`config.mk`:
```
export PLATFORM = sky130hd
export DESIGN_NAME = fir_mac_sequencer
export DESIGN_NICKNAME = d
export VERILOG_FILES = /design/src/rtl/fir_pkg.sv /design/src/rtl/fir_sample_ring.sv /design/src/rtl/fir_mac_sequencer.sv
export SDC_FILE = /design/constraint.sdc
export NUM_CORES = 2
export LEC_CHECK = 0
export ABC_AREA = 1
export CORE_ASPECT_RATIO = 1.2
export CORE_MARGIN = 3
export CORE_UTILIZATION = 45
export DETAILED_ROUTE_END_ITERATION = 6
export GPL_ROUTABILITY_DRIVEN = 1
export GPL_TIMING_DRIVEN = 0
export HOLD_SLACK_MARGIN = 0.02
export REMOVE_ABC_BUFFERS = 1
export SLEW_MARGIN = 20
export SYNTH_ARGS = -nofsm -noshare
export SYNTH_HDL_FRONTEND = slang
export SYNTH_SLANG_ARGS = --single-unit
```
`constraint.sdc`:
```
create_clock -name clk -period 53.6 [get_ports clk]
set_input_delay 10.72 -clock clk [delete_from_list [all_inputs] [get_ports clk]]
set_output_delay 10.72 -clock clk [all_outputs]
set_load 0.01 [all_outputs]
```
`src/rtl/fir_pkg.sv`:
```
// Shared widths, FSM state encoding and the round/saturate helper for the FIR MAC sequencer.
package fir_pkg;

  localparam int DEF_NTAP  = 16;
  localparam int DEF_DW    = 16;
  localparam int DEF_CW    = 16;
  localparam int DEF_ACCW  = 40;
  localparam int DEF_SHIFT = 15;

  typedef enum logic [1:0] {IDLE, MAC, RND, OUT} state_t;

  // clip sits in the LSB so a caller can take {value[dw-1:0], clip} with one cast
  typedef struct packed {
    logic [63:0] val;
    logic        clip;
  } rnd_t;

  // Round half-up, arithmetic shift, then clamp to a dw-bit signed range. shift >= 1.
  function automatic rnd_t sat_round(input logic signed [63:0] acc, input int shift, input int dw);
    logic signed [63:0] r, hi, lo;
    rnd_t o;
    r      = (acc + (64'sd1 <<< (shift - 1))) >>> shift;
    hi     = (64'sd1 <<< (dw - 1)) - 64'sd1;
    lo     = -(64'sd1 <<< (dw - 1));
    o.clip = (r > hi) || (r < lo);
    o.val  = (r > hi) ? hi : ((r < lo) ? lo : r);
    return o;
  endfunction

endpackage

```
`src/rtl/fir_sample_ring.sv`:
```
// NTAP-deep circular sample store; reads tap k back from the most recently written slot.
module fir_sample_ring #(
  parameter int NTAP = 16,
  parameter int DW   = 16
) (
  input  logic                    clk,
  input  logic                    reset,
  input  logic                    we,
  input  logic [DW-1:0]           wdata,
  input  logic                    adv,
  input  logic [$clog2(NTAP)-1:0] k,
  output logic [DW-1:0]           rdata
);

  localparam int AW = $clog2(NTAP);

  logic [NTAP-1:0][DW-1:0] mem;
  logic [AW-1:0]           wp;
  logic [AW-1:0]           ridx;

  always_ff @(posedge clk or posedge reset) begin
    if (reset) begin
      mem <= '0;
      wp  <= '0;
    end else begin
      if (we)  mem[wp] <= wdata;
      if (adv) wp      <= wp + 1'b1;
    end
  end

  // NTAP is a power of two, so AW-bit wraparound is the modulo
  assign ridx  = wp - k;
  assign rdata = mem[ridx];

endmodule

```
`src/rtl/fir_mac_sequencer.sv`:
```
// Time-multiplexed FIR: one sample in, NTAP serial MACs, round/saturate, one sample out.
module fir_mac_sequencer
  import fir_pkg::*;
#(
  parameter int NTAP  = DEF_NTAP,
  parameter int DW    = DEF_DW,
  parameter int CW    = DEF_CW,
  parameter int ACCW  = DEF_ACCW,
  parameter int SHIFT = DEF_SHIFT
) (
  input  logic                    clk,
  input  logic                    reset,
  input  logic                    s_valid,
  output logic                    s_ready,
  input  logic signed [DW-1:0]    s_data,
  output logic                    m_valid,
  input  logic                    m_ready,
  output logic signed [DW-1:0]    m_data,
  input  logic                    coef_we,
  input  logic [$clog2(NTAP)-1:0] coef_addr,
  input  logic signed [CW-1:0]    coef_wdata,
  output logic                    busy,
  output logic                    sat,
  output logic                    coef_err
);

  localparam int AW = $clog2(NTAP);
  localparam int PW = DW + CW;

  state_t                  state;
  logic [AW-1:0]           k;
  logic signed [ACCW-1:0]  acc;
  logic [NTAP-1:0][CW-1:0] coef;

  logic signed [DW-1:0]    tap;
  logic signed [CW-1:0]    hk;
  logic signed [PW-1:0]    prod;
  logic signed [ACCW-1:0]  acc_nxt;
  logic                    accept;
  logic                    last;

  assign accept = s_valid && s_ready;
  assign last   = (k == AW'(NTAP - 1));

  fir_sample_ring #(.NTAP(NTAP), .DW(DW)) u_ring (
    .clk   (clk),
    .reset (reset),
    .we    (accept),
    .wdata (s_data),
    .adv   (state == MAC && last),
    .k     (k),
    .rdata (tap)
  );

  assign hk      = coef[k];
  assign prod    = tap * hk;
  assign acc_nxt = acc + ACCW'(prod);

  // Bank only changes while idle, so a MAC pass always sees one consistent set
  always_ff @(posedge clk or posedge reset) begin
    if (reset)                         coef            <= '0;
    else if (coef_we && state == IDLE) coef[coef_addr] <= coef_wdata;
  end

  always_ff @(posedge clk or posedge reset) begin
    if (reset) begin
      state    <= IDLE;
      s_ready  <= 1'b1;
      m_valid  <= 1'b0;
      m_data   <= '0;
      busy     <= 1'b0;
      sat      <= 1'b0;
      coef_err <= 1'b0;
      k        <= '0;
      acc      <= '0;
    end else begin
      sat      <= 1'b0;
      coef_err <= coef_we && (state != IDLE);
      case (state)
        IDLE: begin
          if (accept) begin
            acc     <= '0;
            k       <= '0;
            s_ready <= 1'b0;
            busy    <= 1'b1;
            state   <= MAC;
          end
        end
        MAC: begin
          acc <= acc_nxt;
          if (last) begin
            k     <= '0;
            state <= RND;
          end else begin
            k <= k + 1'b1;
          end
        end
        RND: begin
          {m_data, sat} <= (DW + 1)'(sat_round(64'(acc), SHIFT, DW));
          m_valid       <= 1'b1;
          state         <= OUT;
        end
        OUT: begin
          if (m_ready) begin
            m_valid <= 1'b0;
            s_ready <= 1'b1;
            busy    <= 1'b0;
            state   <= IDLE;
          end
        end
        default: state <= IDLE;
      endcase
    end
  end

endmodule

```
Word-level counts from Yosys, hierarchy flattened
Index checks and enable logic that the tools add are counted.
{"block": "totals", "out_inout_bits": 21, "in_bits": 41, "reg_bits": 583, "elab_cells": 108}
{"block": "op_classes", "n_mul": 1, "reduce_logical": 16, "n_lt_le_gt_ge": 8, "addsub": 5, "n_eq_ne": 7, "mux": 29}
{"op": "$bwmux W256", "count": 2}
{"op": "$bmux W16 S4", "count": 2}
{"op": "$demux W16 S4", "count": 2}
{"op": "$mux W16", "count": 6}
{"op": "$pmux W40 S2", "count": 1}
{"op": "$add A40 B16 Y41 const B", "count": 1}
{"op": "$add A40 B32 Y40", "count": 1}
{"op": "$mux W40", "count": 1}
{"op": "$mul A16 B16 Y32", "count": 1}
{"op": "$gt A26 B16 Y1 const B", "count": 1}
{"op": "$lt A26 B16 Y1 const B", "count": 1}
{"op": "$lt A4 B5 Y1 const B", "count": 4}
{"op": "$add A4 B1 Y4 const B", "count": 2}
{"op": "$ge A4 B1 Y1 const B", "count": 2}
{"op": "$mux W4", "count": 2}
{"op": "$pmux W2 S4", "count": 1}
{"op": "$pmux W4 S2", "count": 1}
{"op": "$reduce_bool A2 Y1", "count": 4}
{"op": "$logic_and A1 B1 Y1", "count": 6}
{"op": "$mux W2", "count": 3}
{"op": "$ne A2 B2 Y1 const B", "count": 3}
{"op": "$pmux W1 S2", "count": 3}
{"op": "$reduce_and A3 Y1", "count": 2}
{"op": "$mux W1", "count": 5}
{"op": "other kinds (7)", "count": 9}

Depth between registers and ports, before layout
{"block": "logic_depth", "word_depth": 6, "depth_mapped": 43, "mapped_depth_nobuf": 40}

Modules after synthesis
Synthesis repeated with hierarchy kept, for this count alone.
{"block": "hier_totals", "cells_unflattened": 5172, "area_unflattened_um2": 40844.2}
{"module": "fir_mac_sequencer", "cells_each": 3358, "seq_area_each_um2": 8084.0, "area_per_inst_um2": 27811.7, "n_inst": 1}
{"module": "fir_sample_ring", "cells_each": 1814, "seq_area_each_um2": 6506.2, "area_per_inst_um2": 13032.5, "n_inst": 1}

Least setup slack after synthesis
OpenSTA, ideal clock, no wires.
{"block": "synth_timing", "path_kind": "in2reg", "startpoint": "in s_valid", "endpoint": "reg acc[10]", "path_slack_ps": 41640, "arrival_ps": 11837, "path_stages": 9, "setup_time_ps": 123, "required_time_ps": 53477, "path_buffers": 1, "cell_sequence": "nand2_1 -> inv_1 -> nor2_1 -> nor2_1 -> clkinv_1 -> clkbuf_1 -> a21oi_1 -> o21ai_0 -> nand2_1"}
{"block": "synth_between", "elab_chain_len": 3}
{"item": "from (decl)", "line": "fir_mac_sequencer.sv:13", "source": "input logic s_valid,"}
{"item": "$logic_and A1 B1 Y1", "line": "fir_mac_sequencer.sv:42", "source": "assign accept = s_valid && s_ready;"}
{"item": "$ne A2 B2 Y1 (no line)"}
{"item": "$reduce_and A2 Y1 (no line)"}
{"item": "to (signal assigned)", "line": "fir_mac_sequencer.sv:90", "source": "acc <= acc_nxt;"}
{"item": "to (decl)", "line": "fir_mac_sequencer.sv:32", "source": "logic signed [ACCW-1:0] acc;"}
Every way passes these cells.
A chain may end at the register's enable or synchronous reset.

Worst setup path in the final report
{"block": "layout_timing", "startpoint": "in s_valid", "endpoint": "reg acc[17]"}
Same word-level chain as after synthesis.

==> metrics.txt <==
drt pass-1 iters 6; largest net degree at the start of global routing 102; worst path buffer plus inverter count 3; ys async rst share 100%; final hold vios 0; area grow syn2layout 9.30%; placed cell count 5829; ANT nets after route 0; simple-gate share of the synthesized area 17.4%; cts repair resizes 0; critical path class in -> reg; share of cells above drive strength 1 5.47%; CTS tree built; clk_skew 0.0284 ns; Hold/Removal Path Class reg -> reg; DIE WIDTH 278 µm; RePlAce Congestion 0.920; Slew headroom 25.3%; RSZ-0062 raised after global routing no; Syn Inst Count 4850; gr usage total 23.9%; Starting Density 45.5%; Post-Synth Adder-Cell Area 20.6%; most frequent cells in the layout nand2_1, o21ai_0, inv_1, dfrtp_1, fa_1; worst slew pin tran 1.12 ns; post-route insts no fill 5943; Slowest-stage cell, CP clkinv_1; slowest stage delay, CP 0.77 ns; kind of cell adding the most delay to the critical path buffers and inverters; Die Span Y 333 µm; global-route wire length before repair 176 mm; CTS Buf Count 67; status completed; Fmax 75.9 MHz; Synth Cell Area 40100 µm²; Post-CTS Hold Fix Bufs 0; cell mode on critical path o21ai_0; input/output buffers 61; Vias 31200; CTS sink cnt 583; gr ovfl total 0; Seq/Total Area, Yosys 36.4%; Final Max Slew Viols 0; Data arrival, critical path 13.73 ns; mux share of post-synthesis cell area 1.54%; Ys Warns 0; crit share post-route 24.6%; clock transition at the registers of the reported paths 0.05 ns; worst skew pair latency 0.64 ns; endpoints failing setup 0; Post-synth EDFFs 0; initial antenna violation count 0; IO Count 62; synthesized area per cell 8.26 µm²; most common cell after layout, fill and taps aside nand2_1; Main synth FF type dfrtp_1; post-synth cell types 52; Layout fillers 8549; drt total wl 108 mm; Finished Cell Area 43800 µm²; initial DRC count 2661; Final #Nets 5249; WHS 0.476 ns; WL/cell 18.2 µm; Ant. Diodes 0; Synth Register Bits 583; Startpoint Class input pin; clock buffer depth 3; xor and xnor area share after synthesis 0.690%; post-DR vias/cell 5.25; Worst EP required 54.16 ns; Placeable Area 88000 µm²; CP Capture Type register; worst-path cell chain clkdlybuf4s50_1 > nand2_1 > inv_1 > nor2_1 > nor2_4 > clkinv_1 > a21oi_1 > o21ai_0 > o21ai_0; fin crit period 13.17 ns; critical path fanouts, max 21; Placement Rows 119; htree depth 3; DP HPWL 73.1 mm; vias in the first global route 31400; DRC 0; placed inst area 41600 µm²; largest family of logic cells by synthesized area adder cells; Post-CTS Repair Setup Buffers 0; Total Neg Setup Slack 0 ns; die area 92700 µm²; Max-Cap Viols 0; complex-gate fraction of the synthesized area 14.1%; Root Buffer clkbuf_16
==> worst reg2reg max path: cells and delay by family, from the launching register on <==
kind                     cells  cell delay, ns
adder cells (fa/ha/maj)      9            4.29
buffers and inverters       15            3.10
AO/OA/AOI/OAI                7            1.41
flip-flops                   1            0.78
AND/OR/NAND/NOR              5            0.64
XOR/XNOR                     1            0.34
==> area by class of cell <==
cell class                 count  area [µm²]  area share, %
sequential                   583       14600           33.3
clock buffer                  92        1830           4.18
inverter                     696        2640           6.02
multi-input combinational   3320       21900           49.9
timing repair buffer          81        1100           2.51
tap                         1149        1440           3.28
clock inverter                22         327          0.746
==> synth_stat cells, types with 3 or more instances <==
cell / instances / share of area [%]
a22o_1: 5 / 0.11
xnor2_1: 7 / 0.15
mux2i_1: 47 / 1.2
nand2_1: 1285 / 12
inv_1: 675 / 6.3
o211ai_1: 25 / 0.47
xor2_1: 19 / 0.42
nor2_4: 3 / 0.084
buf_12: 3 / 0.15
ha_1: 127 / 4.0
fa_1: 332 / 17
nor2_1: 288 / 2.7
o21ai_1: 6 / 0.075
nor3_1: 13 / 0.16
a21oi_1: 193 / 2.4
a32o_1: 59 / 1.5
o21ai_0: 673 / 8.4
a21oi_2: 10 / 0.22
buf_4: 13 / 0.24
o21ai_2: 9 / 0.20
clkinv_1: 4 / 0.037
nor2_2: 7 / 0.11
nand2_4: 4 / 0.11
clkbuf_1: 164 / 1.5
o21ai_4: 6 / 0.24
nand2_2: 18 / 0.28
o21bai_1: 8 / 0.15
nand3_1: 125 / 1.6
inv_2: 16 / 0.15
buf_1: 7 / 0.066
or2_2: 5 / 0.078
a31oi_1: 10 / 0.16
mux2_2: 13 / 0.37
nand4_1: 4 / 0.062
dfrtp_1: 582 / 36
buf_2: 63 / 0.79
==> state kept, by name, indices dropped and copies added, names as in the netlist <==
name,cells
coef_err,1
state,2
sat,1
s_ready,1
coef,256
busy,1
u_ring.mem,256
acc,40
u_ring.wp,4
m_data,16
k,4
m_valid,1
==> worst paths after layout <==
kind,cells after the start,start,slack [ns],end
hold reg to reg,2,u_ring.mem[15],0.48,u_ring.mem[15]
setup / recovery,9,s_valid,40.43,acc[17]
max in group asynchronous,5,reset,41.55,m_data[13]
min in group asynchronous,2,reset,10.55,coef[211]
hold / removal,2,u_ring.mem[15],0.48,u_ring.mem[15]
setup reg to reg,37,k[0],43.01,acc[36]
==> cell families (layout without fill, tap and decap cells) <==
logic type | after synthesis | count (layout)
AOI/OAI and AO/OA | 1012 | 1012
xor gates and xnor gates | 29 | 29
adders and majority gates | 459 | 459
buffers and inverters | 947 | 891
DFF | 583 | 583
muxes | 60 | 60
and+or+nand+nor | 1760 | 1760
==> metal layers <==
| metal | up-vias | track usage [%] | part of all wire (%) |
|---|---|---|---|
| met1 | 15400 | 31.8 | 44 |
| met5 | - | 0 | 0 |
| met2 | 611 | 41.5 | 49 |
| met3 | 160 | 2.40 | 3.6 |
| li1 | 15100 | - | - |
| met4 | 0 | 7.54 | 2.8 |
==> through the flow <==
stage / utilization [%] / setup WS (ns)
floorplan: - / 26.57
global placement: 46.6 / 18.57
detailed placement: 47.3 / 39.73
CTS: 49.8 / 40.42
global route: 49.8 / 40.14
finish: 49.8 / 40.43
Power is not shown: default switching activity piles up to over one toggle a cycle in this logic, so the estimate is an artifact.
